**config.mk**
```make
export PLATFORM = sky130hd
export DESIGN_NAME = cond_unit_pipe_flat
export DESIGN_NICKNAME = d
export VERILOG_FILES = /design/src/rtl/cond_unit_pipe_pkg.sv /design/src/rtl/cond_unit_pipe_if.sv /design/src/rtl/cond_unit_pipe_cond_check.sv /design/src/rtl/cond_unit_pipe.sv /design/src/flat_wrapper.sv
export SDC_FILE = /design/constraint.sdc
export NUM_CORES = 1
export LEC_CHECK = 0
export CAP_MARGIN = 40
export CORE_UTILIZATION = 40
export DETAILED_ROUTE_END_ITERATION = 8
export DONT_BUFFER_PORTS = 1
export GPL_ROUTABILITY_DRIVEN = 0
export PLACE_DENSITY = 0.62
export RECOVER_POWER = 25
export SLEW_MARGIN = 20
export SYNTH_ARGS = -nofsm -noshare
export SYNTH_HDL_FRONTEND = slang
export SYNTH_SLANG_ARGS = --single-unit
```
**constraint.sdc**
```tcl
create_clock -name clk -period 2 [get_ports clk]
set_clock_uncertainty 0.2 [all_clocks]
set_input_delay 0.2 -clock clk [delete_from_list [all_inputs] [get_ports clk]]
set_output_delay 0.2 -clock clk [all_outputs]
set_load 0.05 [all_outputs]
```
**src/rtl/cond_unit_pipe_pkg.sv**
```systemverilog
// Shared constants for the execute-stage conditional unit: condition codes,
// NZCV bit positions and FlagW bit meanings.
package cond_pkg;

  localparam logic [3:0] COND_EQ = 4'd0;
  localparam logic [3:0] COND_NE = 4'd1;
  localparam logic [3:0] COND_CS = 4'd2;
  localparam logic [3:0] COND_CC = 4'd3;
  localparam logic [3:0] COND_MI = 4'd4;
  localparam logic [3:0] COND_PL = 4'd5;
  localparam logic [3:0] COND_VS = 4'd6;
  localparam logic [3:0] COND_VC = 4'd7;
  localparam logic [3:0] COND_HI = 4'd8;
  localparam logic [3:0] COND_LS = 4'd9;
  localparam logic [3:0] COND_GE = 4'd10;
  localparam logic [3:0] COND_LT = 4'd11;
  localparam logic [3:0] COND_GT = 4'd12;
  localparam logic [3:0] COND_LE = 4'd13;
  localparam logic [3:0] COND_AL = 4'd14;
  localparam logic [3:0] COND_NV = 4'd15;

  localparam int FLAG_N = 3;
  localparam int FLAG_Z = 2;
  localparam int FLAG_C = 1;
  localparam int FLAG_V = 0;

  localparam int FLAGW_NZ = 1;
  localparam int FLAGW_CV = 0;

endpackage

```
**src/rtl/cond_unit_pipe_if.sv**
```systemverilog
// Execute-stage instruction bundle into the conditional unit and the gated
// write strobes / flag state coming back out.
interface cond_unit_pipe_if;
  logic       valid;
  logic       stall;
  logic       flush;
  logic       PCS;
  logic       RegW;
  logic       MemW;
  logic       NoWrite;
  logic [1:0] FlagW;
  logic [3:0] Cond;
  logic [3:0] ALUFlags;
  logic       PCSrc;
  logic       RegWrite;
  logic       MemWrite;
  logic       CondEx;
  logic [3:0] Flags;
  logic       CarryIn;

  modport master (
    output valid, stall, flush, PCS, RegW, MemW, NoWrite, FlagW, Cond, ALUFlags,
    input  PCSrc, RegWrite, MemWrite, CondEx, Flags, CarryIn
  );

  modport slave (
    input  valid, stall, flush, PCS, RegW, MemW, NoWrite, FlagW, Cond, ALUFlags,
    output PCSrc, RegWrite, MemWrite, CondEx, Flags, CarryIn
  );
endinterface

```
**src/rtl/cond_unit_pipe_cond_check.sv**
```systemverilog
// Combinational ARM condition evaluation of a 4-bit Cond field against NZCV.
module cond_check
  import cond_pkg::*;
(
  input  logic [3:0] cond,
  input  logic [3:0] flags,
  output logic       cond_ex
);

  logic n, z, c, v;

  assign n = flags[FLAG_N];
  assign z = flags[FLAG_Z];
  assign c = flags[FLAG_C];
  assign v = flags[FLAG_V];

  always_comb begin
    cond_ex = 1'b0;
    case (cond)
      COND_EQ: cond_ex = z;
      COND_NE: cond_ex = ~z;
      COND_CS: cond_ex = c;
      COND_CC: cond_ex = ~c;
      COND_MI: cond_ex = n;
      COND_PL: cond_ex = ~n;
      COND_VS: cond_ex = v;
      COND_VC: cond_ex = ~v;
      COND_HI: cond_ex = c & ~z;
      COND_LS: cond_ex = ~c | z;
      COND_GE: cond_ex = (n == v);
      COND_LT: cond_ex = (n != v);
      COND_GT: cond_ex = ~z & (n == v);
      COND_LE: cond_ex = z | (n != v);
      COND_AL: cond_ex = 1'b1;
      default: cond_ex = 1'b0;
    endcase
  end

endmodule

```
**src/rtl/cond_unit_pipe.sv**
```systemverilog
// Execute-stage conditional unit: NZCV register, write gating with stall/flush,
// optional registered strobes and saturating commit/fail counters.
module cond_unit_pipe
  import cond_pkg::*;
#(
  parameter bit         REG_OUT  = 1'b0,
  parameter int         CNT_W    = 16,
  parameter logic [3:0] FLAG_RST = 4'b0000
) (
  input  logic             clk,
  input  logic             reset,
  cond_unit_pipe_if.slave  bus,
  input  logic             cnt_clr,
  output logic [CNT_W-1:0] instr_cnt,
  output logic [CNT_W-1:0] fail_cnt
);

  localparam logic [CNT_W-1:0] CNT_ONE = {{(CNT_W-1){1'b0}}, 1'b1};

  function automatic logic [CNT_W-1:0] sat_inc(input logic [CNT_W-1:0] val);
    return (&val) ? val : val + CNT_ONE;
  endfunction

  logic [3:0] flags_q;
  logic       cond_ex;
  logic       go;
  logic       pcsrc_p0, regwrite_p0, memwrite_p0;

  cond_check u_cond_check (
    .cond    (bus.Cond),
    .flags   (flags_q),
    .cond_ex (cond_ex)
  );

  assign go          = bus.valid & ~bus.stall & ~bus.flush;
  assign pcsrc_p0    = go & cond_ex & bus.PCS;
  assign regwrite_p0 = go & cond_ex & bus.RegW & ~bus.NoWrite;
  assign memwrite_p0 = go & cond_ex & bus.MemW;

  // Flags commit at the edge; the next instruction sees them one cycle later.
  always_ff @(posedge clk) begin
    if (reset) begin
      flags_q <= FLAG_RST;
    end else if (go && cond_ex) begin
      if (bus.FlagW[FLAGW_NZ]) flags_q[FLAG_N:FLAG_Z] <= bus.ALUFlags[FLAG_N:FLAG_Z];
      if (bus.FlagW[FLAGW_CV]) flags_q[FLAG_C:FLAG_V] <= bus.ALUFlags[FLAG_C:FLAG_V];
    end
  end

  always_ff @(posedge clk) begin
    if (reset || cnt_clr) begin
      instr_cnt <= '0;
      fail_cnt  <= '0;
    end else if (go) begin
      instr_cnt <= sat_inc(instr_cnt);
      if (!cond_ex) fail_cnt <= sat_inc(fail_cnt);
    end
  end

  generate
    if (REG_OUT) begin : g_reg_out
      logic pcsrc_p1, regwrite_p1, memwrite_p1;

      // p0 -> p1: strobes delayed one cycle toward the hazard unit.
      always_ff @(posedge clk) begin
        if (reset) begin
          pcsrc_p1    <= 1'b0;
          regwrite_p1 <= 1'b0;
          memwrite_p1 <= 1'b0;
        end else begin
          pcsrc_p1    <= pcsrc_p0;
          regwrite_p1 <= regwrite_p0;
          memwrite_p1 <= memwrite_p0;
        end
      end

      assign bus.PCSrc    = pcsrc_p1;
      assign bus.RegWrite = regwrite_p1;
      assign bus.MemWrite = memwrite_p1;
    end else begin : g_comb_out
      assign bus.PCSrc    = pcsrc_p0;
      assign bus.RegWrite = regwrite_p0;
      assign bus.MemWrite = memwrite_p0;
    end
  endgenerate

  assign bus.CondEx  = cond_ex;
  assign bus.Flags   = flags_q;
  assign bus.CarryIn = flags_q[FLAG_C];

endmodule

```
**src/flat_wrapper.sv**
```systemverilog
// flat-port wrapper written by rule: the top's interface ports become plain ports
module cond_unit_pipe_flat import cond_pkg::*;
#(
  parameter bit         REG_OUT  = 1'b0,
  parameter int         CNT_W    = 16,
  parameter logic [3:0] FLAG_RST = 4'b0000
)
  (clk, reset, cnt_clr, instr_cnt, fail_cnt, bus_valid, bus_stall, bus_flush, bus_PCS, bus_RegW, bus_MemW, bus_NoWrite, bus_FlagW, bus_Cond, bus_ALUFlags, bus_PCSrc, bus_RegWrite, bus_MemWrite, bus_CondEx, bus_Flags, bus_CarryIn);
  cond_unit_pipe_if bus_i ();
  input  logic clk;
  input  logic reset;
  input  logic cnt_clr;
  output logic [CNT_W-1:0] instr_cnt;
  output logic [CNT_W-1:0] fail_cnt;
  input wire logic [$bits(bus_i.valid)-1:0] bus_valid;
  input wire logic [$bits(bus_i.stall)-1:0] bus_stall;
  input wire logic [$bits(bus_i.flush)-1:0] bus_flush;
  input wire logic [$bits(bus_i.PCS)-1:0] bus_PCS;
  input wire logic [$bits(bus_i.RegW)-1:0] bus_RegW;
  input wire logic [$bits(bus_i.MemW)-1:0] bus_MemW;
  input wire logic [$bits(bus_i.NoWrite)-1:0] bus_NoWrite;
  input wire logic [$bits(bus_i.FlagW)-1:0] bus_FlagW;
  input wire logic [$bits(bus_i.Cond)-1:0] bus_Cond;
  input wire logic [$bits(bus_i.ALUFlags)-1:0] bus_ALUFlags;
  output wire logic [$bits(bus_i.PCSrc)-1:0] bus_PCSrc;
  output wire logic [$bits(bus_i.RegWrite)-1:0] bus_RegWrite;
  output wire logic [$bits(bus_i.MemWrite)-1:0] bus_MemWrite;
  output wire logic [$bits(bus_i.CondEx)-1:0] bus_CondEx;
  output wire logic [$bits(bus_i.Flags)-1:0] bus_Flags;
  output wire logic [$bits(bus_i.CarryIn)-1:0] bus_CarryIn;
  assign bus_i.valid = bus_valid;
  assign bus_i.stall = bus_stall;
  assign bus_i.flush = bus_flush;
  assign bus_i.PCS = bus_PCS;
  assign bus_i.RegW = bus_RegW;
  assign bus_i.MemW = bus_MemW;
  assign bus_i.NoWrite = bus_NoWrite;
  assign bus_i.FlagW = bus_FlagW;
  assign bus_i.Cond = bus_Cond;
  assign bus_i.ALUFlags = bus_ALUFlags;
  assign bus_PCSrc = bus_i.PCSrc;
  assign bus_RegWrite = bus_i.RegWrite;
  assign bus_MemWrite = bus_i.MemWrite;
  assign bus_CondEx = bus_i.CondEx;
  assign bus_Flags = bus_i.Flags;
  assign bus_CarryIn = bus_i.CarryIn;
  cond_unit_pipe #(.REG_OUT(REG_OUT), .CNT_W(CNT_W), .FLAG_RST(FLAG_RST)) u_core (.clk(clk), .reset(reset), .bus(bus_i), .cnt_clr(cnt_clr), .instr_cnt(instr_cnt), .fail_cnt(fail_cnt));
endmodule
```
# Word level (Yosys, flattened, before mapping)
# Index checks and enable logic that the tools add are counted.
# totals
memories	0
ram_bits	0
latchBits	0
output_inout_bits	41
input_bits	20
mem_bits_ro	0
reg_bits	36
# op_classes
muxes	1
shifts	0
magnitude_cmp	0
bitwise	21
addsub	2
div_mod_pow	0
mul	0
reduce_logical	9
eq_ne	16
# op_table
cell	count
$add 16x1->16 const B	2
$reduce_and 16->1	2
$eq 4x4->1 const B	7
$eq 4x3->1 const B	4
$pmux 1 s15	1
$not 1->1	10
$and 1x1->1	9
$eq 4x2->1 const B	2
$reduce_and 2->1	3
$eq 4x1->1 const B	1
$logic_not 4->1	1
$reduce_and 3->1	1
$or 1x1->1	2
$eq 1x1->1	1
$logic_and 1x1->1	1
$logic_or 1x1->1	1
$ne 1x1->1	1

# Logic depth before layout (Yosys ltp)
# Gate-level depths: netlist of run 1.
# depth
depth_word	6
ltp_mapped	9
depth_no_buf	7

# Hierarchy
# A second synthesis of run 1 with hierarchy kept.
# unflattened
hier_cells	259
area_unflattened_um2	2088.3
# modules_own_cells
module	cells_each	area_each_um2	seq_area_each_um2	n_inst
cond_unit_pipe	231	1894.3	720.7	1
cond_check	28	193.9	0.0	1

# Worst setup path before layout of run 1
# OpenSTA, ideal clock, no wires.
# synth_timing
path_type	register to output
start	register u_core.flags_q[3] (netlist: u_core.bus.Flags[3])
end	output port bus_RegWrite
setup_slack_ns	-0.913
n_path_buf	1
required_ns	1.600
stages_incl_launch_ff	7
arrival_time_ns	2.513
path_cell_list	dfxtp_1 > buf_2 > nor4bb_1 > nor3_1 > a311o_1 > nand3_1 > and4b_1
# synth_via
elab_chain_cells	6
# synth_lines
item	line	source
from (decl)	cond_unit_pipe.sv:24	logic [3:0] flags_q;
from (signal, indexed assignment)	cond_unit_pipe.sv:45	if (bus.FlagW[FLAGW_NZ]) flags_q[FLAG_N:FLAG_Z] <= bus.ALUFlags[FLAG_N:FLAG_Z];
from (signal, indexed assignment)	cond_unit_pipe.sv:46	if (bus.FlagW[FLAGW_CV]) flags_q[FLAG_C:FLAG_V] <= bus.ALUFlags[FLAG_C:FLAG_V];
$ne 1x1->1 or $eq 1x1->1 (tied branches)	--	
$or 1x1->1 or $and 1x1->1 (tied branches)	cond_unit_pipe_cond_check.sv:33, cond_unit_pipe_cond_check.sv:32	
$pmux 1 s15 (*)	cond_unit_pipe_cond_check.sv:19	case (cond)
named net bus_CondEx	flat_wrapper.sv:28	output wire logic [$bits(bus_i.CondEx)-1:0] bus_CondEx;
$and 1x1->1 (*) (3 in a row)	cond_unit_pipe.sv:37	assign regwrite_p0 = go & cond_ex & bus.RegW & ~bus.NoWrite;
to (decl)	flat_wrapper.sv:26	output wire logic [$bits(bus_i.RegWrite)-1:0] bus_RegWrite;
# The timed path passes the listed nets; every way through them passes the cells marked *.

# Worst setup path in the final report of run 1
# layout_timing
start	register u_core.flags_q[0] (netlist: u_core.bus.Flags[0])
end	output port bus_RegWrite
# layout_via
elab_chain_cells	6
# layout_lines
item	line
$ne 1x1->1 or $eq 1x1->1 (tied branches)	--
$or 1x1->1 or $and 1x1->1 (tied branches)	cond_unit_pipe_cond_check.sv:33, cond_unit_pipe_cond_check.sv:32
$pmux 1 s15 (*)	cond_unit_pipe_cond_check.sv:19
$and 1x1->1 (*) (3 in a row)	cond_unit_pipe.sv:37
# Mark *: on every way between the ends. The rest lies on a longest branch, timed or not.

==> metrics.csv, run 1 <==
stage;metric;value;unit
setup_path;startpoint types;flop;
sta;Final Cycle Share;1.14;
sta;worst setup margin;-0.284;ns
setup_path;Worst Path Max Fanout;7;
pwr;net switching power;0.328;mW
setup_path;Reg-to-Reg End;u_core.fail_cnt[15];
place;placed cell areas;0.00243;sq mm
pwr;Power, Total;1.34;mW
synth;Cell Area, Synth;0.00194;sq mm
global_route;initial antenna violation count;1;
pwr;clock network power share;0.367;
synth;Post-synth EDFFs;0;
floorplan;Core Area;0.00450;sq mm
finish;fin area;0.00269;sq mm
flow_run;max cap viols;0;
min_path;hold path cells;4;
finish;layout cell share with drive strength beyond 1;0.362;
routing;Final ANT Viol Nets;0;
min_path;Hold EP;u_core.bus.Flags[2];
sta;RSZ-0062 raised after global routing;true;
routing;first-iteration detailed-routing DRC count;65;
setup_path;CP arrival;1.88;ns
global_route;vias in the first global route;1836;
clocking;Clock transition at path regs;0.08;ns
routing;Routed WL;4800;microns
setup_path;R2R Path Start;u_core.bus.Flags[0];
clocking;Sink Count;36;
setup_path;reg2reg setup slack;-0.23;ns
global_route;first-pass GRT wire length;8140;microns
pwr;Max VDD drop;0.414;mV
pwr;Pint;1.01;mW
routing;vias per cell;5.46;
synth;Seq/Total Area, Yosys;0.371;
routing;WL per Instance;13.9;microns
synth;yosys warns;0;
floorplan;I/O pins;61;
sta;setup total negative slack;-3.64;ns
synth;Post-Syn Nets;256;
clocking;number of CTS-inserted buffers;5;
global_route;GRT overflow;0;
synth;Synth Register Bits;36;
status;failing checks;setup timing;
setup_path;cell count of the worst reg-to-reg path;7;
setup_path;WS Path Type;reg -> out;
routing;DR DRC count;0;
synth;ys flop type;dfxtp_1;
routing;Detailed Routing Iterations Pass 1;4;
sta;Hold Vio Cnt, Final;0;
clocking;CTS root buf;clkbuf_8;
floorplan;Die Wd;71.7;microns
place;HPWL Detailed;3460;microns
pwr;Pleak;0.939;nW
setup_path;critical path data required time;1.60;ns
sta;final hold slack;0.0245;ns
setup_path;CP delay by family, top;simple AND/OR/NAND/NOR gates;
sta;final setup violation count;24;
pwr;combinational power share;0.102;
floorplan;Die Footprint;0.00514;sq mm
setup_path;worst path bufs/invs;0;
clocking;clk_lat worst skew;0.29;ns
floorplan;initial core utilization;0.431;
synth;Syn Inst Count;234;
pwr;Reg power frac;0.532;
place;pre-CTS WS;-0.213;ns
global_route;maximum number of pins on one net before global-route repair;32;
synth;Avg Inst Size Synth;8.30;sq um
synth;asr flop ratio synth;0;
global_route;GRT Total Usage;0.199;
floorplan;Std-Cell Rows;24;
sta;Max Slew Vio Count;0;
setup_path;worst-path cell chain;nor4bb_4 > a211oi_2 > a311o_1 > nand3_2 > and4b_4;
sta;max_slew headroom;0.510;
sta;Worst Tran Pin Value;0.735;ns
sta;fmax;438;MHz
finish;nets;315;
min_path;HP Class;in -> reg;
clocking;clk buf depth;2;
clocking;CTS tree;yes;
floorplan;Die Ht;71.7;microns
routing;vias;1888;
setup_path;Crit-path slowest cell;dfxtp_4;
pwr;switch share;0.246;
setup_path;Worst setup EP type;output port;
min_path;hold path start;bus_FlagW[1];
place;# port buffers;0;
finish;P&R area growth vs syn;38.2;%
setup_path;largest stage delay on the critical path;0.38;ns
pwr;power density cells;498;mW/mm^2
synth;Cell variety after synth;47;
sta;minimum clock period;2.28;ns
status;status;finished, violations left;
clocking;CTS H-tree depth;2;
[synthesized netlist by cell type (2+ instances only)]
cell type / number / area (sq um)
dfxtp_1: 36 / 721
nor2_1: 28 / 105
nand2_1: 16 / 60.1
a21oi_1: 15 / 75.1
o21ai_0: 12 / 60.1
xnor2_1: 11 / 96.3
or3_1: 10 / 62.6
nand4_1: 9 / 56.3
nand3_1: 8 / 40.0
nor3_1: 8 / 40.0
xor2_1: 8 / 70.1
inv_1: 6 / 22.5
mux2i_1: 6 / 60.1
clkbuf_1: 5 / 18.8
and4_1: 4 / 35.0
buf_2: 4 / 20.0
and3_1: 3 / 18.8
nor2b_1: 3 / 18.8
o21a_1: 3 / 22.5
o31ai_1: 3 / 22.5
or4_1: 3 / 22.5
a31oi_1: 2 / 12.5
and2_1: 2 / 12.5
buf_4: 2 / 15.0
ha_1: 2 / 25.0
nand2b_1: 2 / 12.5
nor3b_1: 2 / 15.0
nor4bb_1: 2 / 20.0
[power groups by stage]
stage | registers (mW) | clock network, mW | logic, mW
detailed placement | 0.727 | 0 | 0.107
floorplan | 0.734 | 0 | 0.0802
global placement | 0.727 | 0 | 0.106
CTS | 0.710 | 0.505 | 0.134
finish | 0.711 | 0.490 | 0.136
global route | 0.710 | 0.533 | 0.146
[placed cells by master, fill, tap and decap left out, types with 6 or more instances in the layout]
cell type	n
a21oi_1	11
buf_4	43
clkbuf_1	12
dfxtp_1	11
dfxtp_2	17
dfxtp_4	8
dlygate4sd3_1	6
inv_1	6
mux2i_1	6
nand2_1	16
nand3_1	7
nand4_1	9
nor2_1	28
nor3_1	8
o21ai_0	9
or3_1	7
xnor2_1	11
xor2_1	6
[stage by stage]
step | util | std cells
2_1_floorplan | - | 234
3_3_place_gp | 0.539 | 327
3_5_place_dp | 0.539 | 327
4_1_cts | 0.591 | 344
5_1_grt | 0.596 | 346
6_report | 0.596 | 346
[per-layer routing]
layer / share of wire / GRT usage / vias up
li1: - / - / 959
met2: 0.47 / 0.330 / 51
met5: 0 / 0 / -
met1: 0.45 / 0.233 / 868
met4: 0.016 / 0.0697 / 0
met3: 0.070 / 0.0788 / 10
[worst max-delay path by stage]
stage | start | slack (ns) | end | cells after the start
floorplan | u_core.bus.Flags[3] | -0.32 | u_core.fail_cnt[13] | 8
global placement | u_core.fail_cnt[0] | -0.14 | u_core.fail_cnt[11] | 8
detailed placement | u_core.bus.Flags[0] | -0.21 | u_core.fail_cnt[13] | 7
CTS | u_core.bus.Flags[0] | -0.29 | bus_RegWrite | 5
global route | u_core.bus.Flags[0] | -0.37 | bus_RegWrite | 5
finish | u_core.bus.Flags[0] | -0.28 | bus_RegWrite | 5
[tightest hold or removal path, cell delays in order]
cell,delay (ns)
nand2_1,0.04
a31oi_1,0.06
mux2i_1,0.12
nor2_1,0.07
[layout make-up]
type / instances / area [sq um]
Fill cell: 414 / 1820
Multi-Input combinational cell: 179 / 1250
Tap cell: 52 / 65.1
Inverter: 6 / 22.5
Clock buffer: 6 / 72.6
Timing Repair Buffer: 65 / 498
Antenna cell: 1 / 2.50
Sequential cell: 36 / 772
Clock inverter: 1 / 5.00
[cells by family after synthesis]
family	count (synthesis)	share of synthesized area
AOI/OAI and AO/OA	44	0.151
xor gates and xnor gates	19	0.0856
adders and majority gates	2	0.0129
buffers and inverters	19	0.0470
DFF	36	0.371
muxes	6	0.0309
and+or+nand+nor	108	0.302
[what timing repair did]
action                                  CTS  global route
resized for setup                         8            18
endpoints found under the setup margin   24            24
hold buffers                              6             0
gates cloned                              1             0
pin swaps                                 8             8
buffers inserted                          3             2
endpoints found under the hold margin     5             0
[registers in the layout, indices dropped and copies added, names as in the netlist]
name              flops
u_core.instr_cnt     16
u_core.bus.Flags      4
u_core.fail_cnt      16
No activity file was read; power rests on OpenSTA's default activity.
==> run 2, diff against run 1 <==
- ABC_AREA: default -> 1
==> run 2 against run 1 <==
The flow still finishes with violations (setup timing). Core utilization shrank 2.0 points. Final cell count grew 54%. Fmax grew 9.8%. Combinational power grew 120%. Synthesized cell count grew 69%. Critical path depth grew 7. Power grew 41%. Die area grew 22%. Non-clock buffer count grew 1.
==> metrics.csv, run 2 <==
stage;metric;value;unit;change
routing;vias per cell;5.05;;-7.4%
clocking;CTS H-tree depth;2;;unchanged
setup_path;Crit-path slowest cell;dfxtp_4;;
floorplan;Die Wd;79.3;microns;+11%
finish;# diodes;0;;-1
global_route;maximum number of pins on one net before global-route repair;13;;-59%
clocking;Sink Count;36;;unchanged
routing;vias;2688;;+42%
finish;Final Non-Filler Cells;532;;+54%
pwr;Power, Total;1.88;mW;+41%
routing;WL per Instance;12.5;microns;-10%
setup_path;worst path bufs/invs;2;;+2
place;placed cell areas;0.00286;sq mm;+18%
sta;worst setup margin;-0.0804;ns;+0.204 ns
finish;nets;481;;+53%
clocking;number of CTS-inserted buffers;5;;unchanged
setup_path;R2R Path Start;u_core.fail_cnt[6];;
finish;filler cell count;541;;+31%
place;# port buffers;0;;unchanged
sta;Hold Vio Cnt, Final;0;;unchanged
flow_run;max cap viols;0;;unchanged
synth;ys flop type;dfxtp_1;;
finish;fin util;0.576;;-0.0199
sta;max_slew headroom;0.513;;+0.00321
synth;Synth Register Bits;36;;unchanged
min_path;HP Class;in -> reg;;
global_route;first-pass GRT wire length;10800;microns;+33%
routing;Detailed Routing Iterations Pass 1;4;;unchanged
sta;setup total negative slack;-0.244;ns;+3.39 ns
routing;Final ANT Viol Nets;0;;unchanged
synth;Syn Inst Count;396;;+69%
floorplan;Die Ht;79.3;microns;+11%
floorplan;initial core utilization;0.424;;-0.00757
global_route;GRT Total Usage;0.216;;+0.0176
synth;Seq/Total Area, Yosys;0.301;;-0.0695
global_route;GRT overflow;0;;unchanged
finish;layout cell share with drive strength beyond 1;0.217;;-0.144
min_path;hold path start;bus_flush;;
floorplan;Core Area;0.00564;sq mm;+25%
synth;largest area contributor in the netlist;dfxtp_1;;
routing;first-iteration detailed-routing DRC count;162;;+150%
setup_path;Worst Path Max Fanout;5;;-2
synth;commonest cells in the netlist;nand2_1 (103), nor2_1 (71), inv_1 (66), dfxtp_1 (36), nand4_1 (26);;
setup_path;largest stage delay on the critical path;0.37;ns;about the same
setup_path;Reg-to-Reg End;u_core.fail_cnt[11];;
pwr;power density cells;579;mW/mm^2;+16%
setup_path;cell count of the worst reg-to-reg path;9;;+2
finish;P&R area growth vs syn;35.9;%;
sta;final setup violation count;4;;-83%
synth;Avg Inst Size Synth;6.04;sq um;-27%
clocking;clk buf depth;2;;unchanged
sta;Max Slew Vio Count;0;;unchanged
place;Placed Cells;506;;+55%
synth;asr flop ratio synth;0;;unchanged
floorplan;I/O pins;61;;unchanged
sta;minimum clock period;2.08;ns;-0.204 ns
finish;commonest non-fill, non-tap cell in the layout;nand2_1;;
synth;Post-synth EDFFs;0;;unchanged
global_route;initial antenna violation count;0;;-1
finish;fin area;0.00325;sq mm;+21%
sta;Worst Tran Pin Value;0.730;ns;-0.00481 ns
pwr;Pleak;1.45;nW;+54%
global_route;vias in the first global route;2466;;+34%
clocking;CTS root buf;clkbuf_8;;
synth;share of the synthesized area in the top cell type;0.301;;-0.0695
sta;RSZ-0062 raised after global routing;true;;
floorplan;Std-Cell Rows;27;;+13%
pwr;Max VDD drop;0.347;mV;-16%
setup_path;worst-path cell chain;inv_4 > nand2_4 > nand2_4 > nand2_2 > nand2_1 > nand2_1 > nand2_2 > nor2_4 > nand2_8 > nand2_8 > nor3b_4 > buf_12;;
place;HPWL Detailed;4650;microns;+35%
setup_path;startpoint types;flop;;
clocking;Clock transition at path regs;0.08;ns;about the same
setup_path;CP arrival;1.68;ns;-0.20 ns
synth;yosys warns;0;;unchanged
finish;commonest non-fill, non-tap cells in the layout;nand2_1 (95), nor2_1 (65), inv_1 (63), buf_4 (37), nand4_1 (26);;
clocking;clk_lat worst skew;0.29;ns;about the same
floorplan;Die Footprint;0.00629;sq mm;+22%
setup_path;critical path data required time;1.60;ns;about the same
setup_path;CP delay by family, top;simple AND/OR/NAND/NOR gates;;
synth;Synth area leaders;dfxtp_1 (30%), nand2_1 (16%), nor2_1 (11%);;
min_path;Hold EP;u_core.fail_cnt[12];;
routing;DR DRC count;0;;unchanged
status;failing checks;setup timing;;
setup_path;WS Path Type;reg -> out;;
sta;fmax;481;MHz;+9.8%
status;status;finished, violations left;;
setup_path;reg2reg setup slack;0.02;ns;+0.25 ns
setup_path;Worst setup EP type;output port;;
routing;Routed WL;6640;microns;+38%
synth;Post-Syn Nets;418;;+63%
min_path;hold path cells;6;;+2
synth;Cell variety after synth;30;;-36%
clocking;CTS tree;yes;;
sta;Final Cycle Share;1.04;;-0.102
synth;most frequent cell after synthesis;nand2_1;;
synth;Cell Area, Synth;0.00239;sq mm;+23%
==> run 2: metrics by stage <==
stage	worst slack [ns]	hold WS (ns)
floorplan	-0.0824	0.170
global placement	0.133	0.192
detailed placement	0.117	0.196
CTS	-0.0735	0.190
global route	-0.165	0.270
finish	-0.0804	0.201
==> run 2: worst max path at each step <==
| stage | start | end | slack, ns | depth (start not counted) |
|---|---|---|---|---|
| 6_report | u_core.bus.Flags[3] | bus_RegWrite | -0.08 | 12 |
| 5_1_grt | u_core.bus.Flags[0] | bus_RegWrite | -0.17 | 12 |
| 4_1_cts | u_core.bus.Flags[3] | bus_RegWrite | -0.07 | 9 |
| 3_5_place_dp | u_core.instr_cnt[0] | u_core.instr_cnt[10] | 0.12 | 9 |
| 3_3_place_gp | u_core.instr_cnt[0] | u_core.instr_cnt[10] | 0.13 | 9 |
| 2_1_floorplan | u_core.bus.Flags[1] | bus_RegWrite | -0.08 | 8 |
==> run 2: cell families after synthesis <==
kind of cell | count (synthesis) | share of synthesized area
compound gates | 31 | 0.0738
xor+xnor | 4 | 0.0147
fa+ha+maj | 2 | 0.0105
buf+inv | 79 | 0.145
flops | 36 | 0.301
simple gates | 244 | 0.454
==> run 2: tightest hold or removal path, stage by stage <==
cell,delay (ns)
inv_1,0.02
nand2_1,0.14
nor2_1,0.09
nand4_1,0.08
nand2_1,0.05
nor2_1,0.08
==> run 2: where the power goes <==
group	total [mW]	switching [mW]	internal, mW
logic	0.302	0.184	0.119
clock network	0.856	0.282	0.574
registers	0.724	0.00553	0.719
==> run 2: timing repair <==
action,in CTS,in global routing
resized for setup,14,22
endpoints found under the setup margin,3,27
buffers inserted,10,3
endpoints found under the hold margin,6,0
cloned,0,1
pin swaps,17,17
hold buffers,8,0
==> run 2: final cells by class <==
type	count	area (sq um)	share of cell area
Tap cell	72	90.1	0.0277
Multi-Input combinational cell	282	1460	0.448
Inverter	68	263	0.0808
Clock inverter	2	60.1	0.0185
Timing Repair Buffer	66	543	0.167
Sequential cell	36	746	0.229
Clock buffer	6	93.8	0.0289
==> run 2: routing by layer <==
layer / up-vias / track usage / part of all wire
met5: - / 0 / 0
li1: 1384 / - / -
met3: 17 / 0.0529 / 0.066
met1: 1201 / 0.263 / 0.43
met4: 0 / 0.0927 / 0.024
met2: 86 / 0.360 / 0.48
